## src/rtl/sys_defs.sv

```systemverilog
// ---------------------------------------------------------------------------
// sys_defs -- shared types and constants for the execute-stage units.
//
// Holds the issue-side DECODER_PACKET, the result TAG, the reservation
// station release packet EX_RS_PACKET, and the multiplier pipeline stage
// record MULT_STAGE together with the default multiplier depth.
// ---------------------------------------------------------------------------
package sys_defs;

  // Default depth of the multiplier pipeline (legal: 1, 2, 4, 8).
  localparam int MULT_FU_STAGES = 4;

  localparam int TAG_W    = 6;
  localparam int RS_IDX_W = 4;

  typedef logic [TAG_W-1:0]    TAG;
  typedef logic [RS_IDX_W-1:0] RS_IDX;

  typedef enum logic [4:0] {
    ALU_ADD    = 5'h00,
    ALU_SUB    = 5'h01,
    ALU_SLT    = 5'h02,
    ALU_SLTU   = 5'h03,
    ALU_AND    = 5'h04,
    ALU_OR     = 5'h05,
    ALU_XOR    = 5'h06,
    ALU_SLL    = 5'h07,
    ALU_SRL    = 5'h08,
    ALU_SRA    = 5'h09,
    ALU_MUL    = 5'h0A,
    ALU_MULH   = 5'h0B,
    ALU_MULHSU = 5'h0C,
    ALU_MULHU  = 5'h0D
  } ALU_FUNC;

  // Issued instruction as seen by a functional unit.
  typedef struct packed {
    ALU_FUNC alu_func;
    RS_IDX   rs_idx;
    TAG      dest_tag;
  } DECODER_PACKET;

  // Reservation station entry release.
  typedef struct packed {
    logic  remove_en;
    RS_IDX remove_idx;
  } EX_RS_PACKET;

  // One multiplier pipeline stage register.
  typedef struct packed {
    logic        valid;
    TAG          tag;
    RS_IDX       rs_idx;
    ALU_FUNC     alu_func;
    logic [63:0] mcand;
    logic [63:0] mplier;
    logic [63:0] sum;
  } MULT_STAGE;

  function automatic logic is_mult(input ALU_FUNC f);
    return (f == ALU_MUL) || (f == ALU_MULH) || (f == ALU_MULHSU) || (f == ALU_MULHU);
  endfunction

endpackage

```

## src/rtl/mult_stage.sv

```systemverilog
// ---------------------------------------------------------------------------
// mult_stage -- one partial-product accumulate register of the multiplier.
//
// Stage STAGE_IDX multiplies the 64-bit multiplicand by its own chunk of the
// multiplier (64/NUM_STAGES bits), shifts the partial product into place and
// adds it to the running sum. Arithmetic is modulo 2^64.
//
// Ports:
//   clock     : rising-edge clock
//   reset     : asynchronous active-high reset (clears the whole register)
//   flush     : clears the valid bit at the next edge, overriding advance
//   advance   : load the accumulated input record; otherwise hold
//   stage_in  : record from the previous stage (or the issue side)
//   stage_out : registered record of this stage
// ---------------------------------------------------------------------------
module mult_stage
  import sys_defs::*;
#(
  parameter int NUM_STAGES = MULT_FU_STAGES,
  parameter int STAGE_IDX  = 0
) (
  input  logic      clock,
  input  logic      reset,
  input  logic      flush,
  input  logic      advance,
  input  MULT_STAGE stage_in,
  output MULT_STAGE stage_out
);

  localparam int CHUNK_W = 64 / NUM_STAGES;
  localparam int SHIFT   = STAGE_IDX * CHUNK_W;

  logic [CHUNK_W-1:0] chunk;
  logic [63:0]        partial;
  MULT_STAGE          next_rec;

  always_comb begin
    chunk    = stage_in.mplier[SHIFT +: CHUNK_W];
    // The chunk is an unsigned digit; sign handling lives entirely in the
    // 64-bit operand extension done at issue.
    partial  = stage_in.mcand * 64'(chunk);
    next_rec = stage_in;
    next_rec.sum = stage_in.sum + (partial << SHIFT);
  end

  always_ff @(posedge clock or posedge reset) begin
    if (reset) begin
      stage_out <= '0;
    end else if (flush) begin
      stage_out.valid <= 1'b0;
    end else if (advance) begin
      stage_out <= next_rec;
    end
  end

endmodule

```

## src/rtl/mult_fu.sv

```systemverilog
// ---------------------------------------------------------------------------
// mult_fu -- pipelined 32x32 multiply functional unit (MUL/MULH/MULHSU/MULHU).
//
// Ports:
//   clock, reset      : rising-edge clock, asynchronous active-high reset
//   interrupt         : flush request; clears the pipeline, masks outputs
//   issue_en          : an issued multiply is offered this cycle
//   decoder_packet    : alu_func, rs_idx and destination tag of the offer
//   opa, opb          : 32-bit source operands
//   cdb_grant         : CDB arbiter accepts this cycle's request
//   is_stall          : offer not accepted this cycle (result blocked)
//   cdb_req/tag/value : result broadcast from the last stage
//   ex_rs_packet      : releases the reservation station entry
//
// Parameter NUM_STAGES (1, 2, 4, 8) sets latency; one accept per cycle.
//
// Build option MULT_FU_EARLY_REMOVE_EN: when defined, the RS entry is released
// in the acceptance cycle (index from decoder_packet); otherwise it is
// released when the result is granted on the CDB (index from the last stage).
// ---------------------------------------------------------------------------
module mult_fu
  import sys_defs::*;
#(
  parameter int NUM_STAGES = MULT_FU_STAGES
) (
  input  logic          clock,
  input  logic          reset,
  input  logic          interrupt,
  input  logic          issue_en,
  input  DECODER_PACKET decoder_packet,
  input  logic [31:0]   opa,
  input  logic [31:0]   opb,
  input  logic          cdb_grant,
  output logic          is_stall,
  output logic          cdb_req,
  output TAG            cdb_tag,
  output logic [31:0]   cdb_value,
  output EX_RS_PACKET   ex_rs_packet
);

  MULT_STAGE stage_in  [NUM_STAGES];
  MULT_STAGE stage_out [NUM_STAGES];
  MULT_STAGE s0_load;
  MULT_STAGE last;

  logic    stall;
  logic    accept;
  ALU_FUNC eff_func;

  always_comb begin
    last  = stage_out[NUM_STAGES-1];
    stall = last.valid && !cdb_grant;
    // Reset is folded in so an early release cannot fire while held in reset.
    accept = issue_en && !stall && !interrupt && !reset;
  end

  // Operand extension at issue; non-multiply functions execute as MUL.
  always_comb begin
    eff_func = is_mult(decoder_packet.alu_func) ? decoder_packet.alu_func : ALU_MUL;
    s0_load          = '0;
    s0_load.valid    = accept;
    s0_load.tag      = decoder_packet.dest_tag;
    s0_load.rs_idx   = decoder_packet.rs_idx;
    s0_load.alu_func = eff_func;
    s0_load.sum      = '0;
    if (eff_func == ALU_MULHU)
      s0_load.mcand = {32'h0, opa};
    else
      s0_load.mcand = {{32{opa[31]}}, opa};
    if ((eff_func == ALU_MUL) || (eff_func == ALU_MULH))
      s0_load.mplier = {{32{opb[31]}}, opb};
    else
      s0_load.mplier = {32'h0, opb};
  end

  for (genvar k = 0; k < NUM_STAGES; k++) begin : g_stage
    if (k == 0) begin : g_head
      assign stage_in[k] = s0_load;
    end else begin : g_chain
      assign stage_in[k] = stage_out[k-1];
    end

    mult_stage #(
      .NUM_STAGES (NUM_STAGES),
      .STAGE_IDX  (k)
    ) u_stage (
      .clock     (clock),
      .reset     (reset),
      .flush     (interrupt),
      .advance   (!stall),
      .stage_in  (stage_in[k]),
      .stage_out (stage_out[k])
    );
  end

  always_comb begin
    is_stall  = stall;
    cdb_req   = last.valid && !interrupt;
    cdb_tag   = last.tag;
    cdb_value = (last.alu_func == ALU_MUL) ? last.sum[31:0] : last.sum[63:32];
  end

`ifdef MULT_FU_EARLY_REMOVE_EN
  always_comb begin
    ex_rs_packet            = '0;
    ex_rs_packet.remove_en  = accept;
    ex_rs_packet.remove_idx = accept ? decoder_packet.rs_idx : '0;
  end

  logic unused_last;
  assign unused_last = ^{last.mcand, last.mplier, last.rs_idx};
`else
  always_comb begin
    ex_rs_packet            = '0;
    ex_rs_packet.remove_en  = cdb_req && cdb_grant;
    ex_rs_packet.remove_idx = (cdb_req && cdb_grant) ? last.rs_idx : '0;
  end

  logic unused_last;
  assign unused_last = ^{last.mcand, last.mplier};
`endif

endmodule

```

## config.mk

```make
export PLATFORM = sky130hd
export DESIGN_NAME = mult_fu
export DESIGN_NICKNAME = d
export VERILOG_FILES = /design/src/rtl/sys_defs.sv /design/src/rtl/mult_stage.sv /design/src/rtl/mult_fu.sv
export SDC_FILE = /design/constraint.sdc
export NUM_CORES = 2
export LEC_CHECK = 0
export CAP_MARGIN = 10
export CORE_ASPECT_RATIO = 2
export CORE_MARGIN = 4
export CORE_UTILIZATION = 52
export CTS_BUF_LIST = sky130_fd_sc_hd__clkbuf_16
export DETAILED_ROUTE_END_ITERATION = 16
export PLACE_DENSITY = 0.68
export SKIP_CTS_REPAIR_TIMING = 1
export SLEW_MARGIN = 20
export SYNTH_ARGS = -nofsm -noshare
export SYNTH_HDL_FRONTEND = slang
export SYNTH_HIERARCHICAL = 1
export SYNTH_SLANG_ARGS = --single-unit
export TNS_END_PERCENT = 10
```

## constraint.sdc

```tcl
create_clock -name clock -period 13.3 [get_ports clock]
set_input_delay 2.66 -clock clock [delete_from_list [all_inputs] [get_ports clock]]
set_output_delay 2.66 -clock clock [all_outputs]
set_load 0.01 [all_outputs]
```

Word level (Yosys, flattened, before mapping)
Cells that the tools add are included.

Register bits after elaboration: 832. Bits of input ports: 84. Output and inout bits: 45. Logic and storage cells: 74.

Add/subtract/negate cells: 3. $mul: 4. Eq/ne operators: 9. Mux-type cells: 13. Bitwise logic cells: 2. Reductions and logical operators: 15.

Operators with widths (number): 208-bit 2-to-1 mux (4); 64-bit adder (3); 64-bit 2-to-1 mux (2); 64-bit by 16-bit multiplier with 16-bit output (1); 64-bit by 16-bit multiplier with 32-bit output (1); 64-bit by 16-bit multiplier with 48-bit output (1); 64-bit by 16-bit multiplier with 64-bit output (1); 5-bit by 4-bit equality test with 1-bit output (second input constant) (8); 32-bit 2-to-1 mux (1); 1-bit logical AND (6); 5-bit 2-to-1 mux (1); 1-bit logical NOT (4); 1-bit logical OR (4); 1-bit 2-to-1 mux (4); 4-bit 2-to-1 mux (1); 2-bit inequality test (second input constant) (1); 1-bit NOT (2); 2-bit AND reduction (1).

Longest topological paths before layout
Depth after elaboration: 11. Mapped depth: 41. Gate-level depth less buffers: 38.

By module
Netlist, hierarchy kept.

By module, submodules not included: mult_stage (g_stage[0].u_stage) (instances 1, cells each 4338, area each 36901.6 um2, seq. area each 5205.0 um2); mult_stage (g_stage[1].u_stage) (instances 1, cells each 3410, area each 29204.3 um2, seq. area each 5205.0 um2); mult_stage (g_stage[2].u_stage) (instances 1, cells each 2401, area each 20663.6 um2, seq. area each 5205.0 um2); mult_stage (g_stage[3].u_stage) (instances 1, cells each 1428, area each 12390.6 um2, seq. area each 5205.0 um2); mult_fu (instances 1, cells each 57, area each 673.1 um2, seq. area each 0.0 um2).

Worst setup path before layout
OpenSTA, ideal clock, no wires.

Kind: input-to-reg. Start point: input port decoder_packet[14] in the netlist's numbering. End point: register g_stage[0].u_stage/stage_out[61] (netlist name). Library setup time: 0.071 ns. Arrival time: 10.606 ns. Required time: 13.229 ns. Slack: 2.623 ns. Cell stages on the path: 27. Path buffers: 3. Cell sequence: nand3b_1 o31a_1 clkbuf_1 clkbuf_1 nand2_1 fa_1 inv_1 fa_1 inv_1 fa_1 inv_1 fa_1 fa_1 inv_1 fa_1 inv_1 ha_1 buf_6 a21o_1 a21o_1 a221oi_2 o21ai_1 a21o_1 a31oi_4 o2111ai_2 a2111o_1 nand4_1.

RTL lines: from (decl) (line mult_fu.sv:30) `input DECODER_PACKET decoder_packet,`.

Final worst setup path
Start point: register g_stage[0].u_stage/stage_out[81] (netlist name). End point: register g_stage[1].u_stage/stage_out[62] (netlist name).

Longest elaborated chain between the ends: 2.

Ends and longest elaborated chain: 64-bit by 16-bit multiplier with 48-bit output (line mult_stage.sv:41) `partial = stage_in.mcand * 64'(chunk);`; 64-bit adder (line mult_stage.sv:43) `next_rec.sum = stage_in.sum + (partial << SHIFT);`.

Every way passes these cells. A chain may end at the register's enable or synchronous reset.

==> results.tsv <==
stage	metric	value	unit
outcome	status	finished clean	
timing	rsz0062_at_grt	false	
worst_setup_path	start_kind	flip-flop	
finish	multi_input_area	65300	µm²
synthesis	synthCells	10300	
drt	vias_per_cell	5.48	
finish	areaGrowthSynthToFinish	5.25	%
synthesis	synth_warnings	6	
timing	fin_crit_sh	80.5	%
drt	dr_wl_met3	11900	µm
floorplanning	rows	213	
global_routing	gr-usage-all-layers	31.2	%
finish	seqCellArea	12800	µm²
worst_setup_path	slowest_delay	0.70	ns
clock_network	clkSinkCount	512	
global_routing	grt_antenna_before_repair	1	
drt	drt_pass1_iterations	8	
job	drv_cap	0	
finish	reg_top3	g_stage.u_stage/stage_out x512	
floorplanning	die_h	590	µm
finish	drive_gt1_share	3.25	%
timing	layout_min_cycle_time	10.70	ns
worst_setup_path	r2r_cells	37	
worst_setup_path	worstPathMaxFanout	20	
drt	met2_length	146000	µm
global_routing	grt_pass1_vias	75900	
floorplanning	core	168000	µm²
global_routing	grt-ovfl-total	0	
drt	drc_errors	0	
clock_network	cts_tree	done	
clock_network	root_buffer	clkbuf_16	
clock_network	cts_max_level	2	
worst_setup_path	crit_arrival	11.22	ns
timing	slew_headroom	26.1	%
timing	max_freq	0.0934	GHz
worst_setup_path	required	13.82	ns
drt	drt_wl_total	270000	µm
clock_network	numCtsBuffers	50	
placed_design	globalplace.congestion	0.986	
finish	final_nets	12300	
finish	fillers	15800	
timing	holdWs	0.453	ns
worst_setup_path	path_depth	37	
clock_network	clk_path_buf_depth	3	
worst_setup_path	crit_slowest_cell	dfrtp_1	
worst_setup_path	path_delay_family	compound AO/OA/AOI/OAI gates	
synthesis	synth_area_per_cell	8.54	µm²
finish	largest_register	g_stage.u_stage/stage_out	
worst_setup_path	crit_type	reg2reg	
drt	wl_met1	86400	µm
floorplanning	die_w	299	µm
timing	worst_slew_pin_slew	1.11	ns
global_routing	grt_pass1_wl	423000	µm
timing	finalHoldViolations	0	
global_routing	grt_start_max_net_pins	153	
timing	fin_tns_setup	0	ns
worst_setup_path	worstPathBufferInverterCount	5	
clock_network	clk_pin_slew	0.07	ns
timing	skew	0.0699	ns
drt	num_vias	68000	
synthesis	syn-cell-area	88000	µm²
drt	wl_per_cell	21.8	µm
floorplanning	initial_core_util	52.3	%
placed_design	dp_hpwl	214000	µm
timing	drv_slew	0	
drt	drtAntennaViolNets	0	
floorplanning	dieArea	176000	µm²
hold_path	hp-class	reg2reg	
drt	top_layer	met4	
drt	initialDrtViolationCount	3953	
finish	largest_reg_flops	512	
floorplanning	io_pins	129	
timing	setup_violations	0	
worst_setup_path	worst_path_most_repeated_cell	fa_1	
worst_setup_path	endpoint_kind	flip-flop	
hold_path	hold_depth	2	
clock_network	clkLatencyLatePin	0.68	ns
placed_design	portBuffers	128	
==> metrics by stage <==
step | instance area (µm²) | cells | util (%) | setup slack [ns]
after global routing | 92700 | 12400 | 55.0 | 2.43
after detailed placement | 91000 | 12300 | 54.0 | 2.01
final | 92700 | 12400 | 55.0 | 2.60
after floorplan | 88300 | 10400 | - | 2.78
after CTS | 92700 | 12400 | 55.0 | 2.71
after global placement | 91000 | 12300 | 54.0 | 2.13
==> worst reg2reg max path, delay by kind of cell, from the launching register on <==
family | cells | cell delay [ns]
AO/OA/AOI/OAI | 17 | 4.14
XOR/XNOR | 2 | 0.82
adder cells (fa/ha/maj) | 8 | 3.55
buffers and inverters | 5 | 0.57
flip-flops | 1 | 0.70
AND/OR/NAND/NOR | 5 | 0.83
==> per-layer routing <==
| layer | GRT usage [%] | up-vias |
|---|---|---|
| li1 | - | 29700 |
| met1 | 31.1 | 34700 |
| met2 | 59.0 | 2468 |
| met3 | 3.11 | 1150 |
| met4 | 24.1 | 0 |
| met5 | 0 | - |
==> placed cells by master, fill, tap and decap left out, types with 96 or more instances in the layout <==
master,n
nand2_1,2765
inv_1,2093
fa_1,1729
and2_1,667
dfrtp_1,508
ha_1,394
a21oi_1,234
xnor2_1,224
o21ai_0,184
buf_4,124
nor2_1,119
clkdlybuf4s50_1,113
a21o_1,99
xor2_1,96
==> layout make-up <==
type | instances | area share (%)
Clock inverter | 41 | 0.470
Timing Repair Buffer | 253 | 2.34
Antenna cell | 2 | 0.00540
Clock buffer | 50 | 1.35
Multi-Input combinational cell | 7203 | 70.5
Inverter | 2088 | 8.47
Tap cell | 2257 | 3.05
Sequential cell | 512 | 13.8
==> final timing paths <==
| check | startpoint | end | slack [ns] |
|---|---|---|---|
| hold reg to reg | g_stage[1].u_stage/stage_out[28] | g_stage[2].u_stage/stage_out[28] | 0.45 |
| hold / removal | g_stage[1].u_stage/stage_out[28] | g_stage[2].u_stage/stage_out[28] | 0.45 |
| min in group asynchronous | reset | g_stage[3].u_stage/stage_out[60] | 2.78 |
| max in group asynchronous | reset | g_stage[1].u_stage/stage_out[106] | 8.88 |
| setup / recovery | g_stage[0].u_stage/stage_out[81] | g_stage[1].u_stage/stage_out[62] | 2.60 |
| setup reg to reg | g_stage[0].u_stage/stage_out[81] | g_stage[1].u_stage/stage_out[62] | 2.60 |
Power is not shown: default switching activity piles up to over one toggle a cycle in this logic, so the estimate is an artifact.
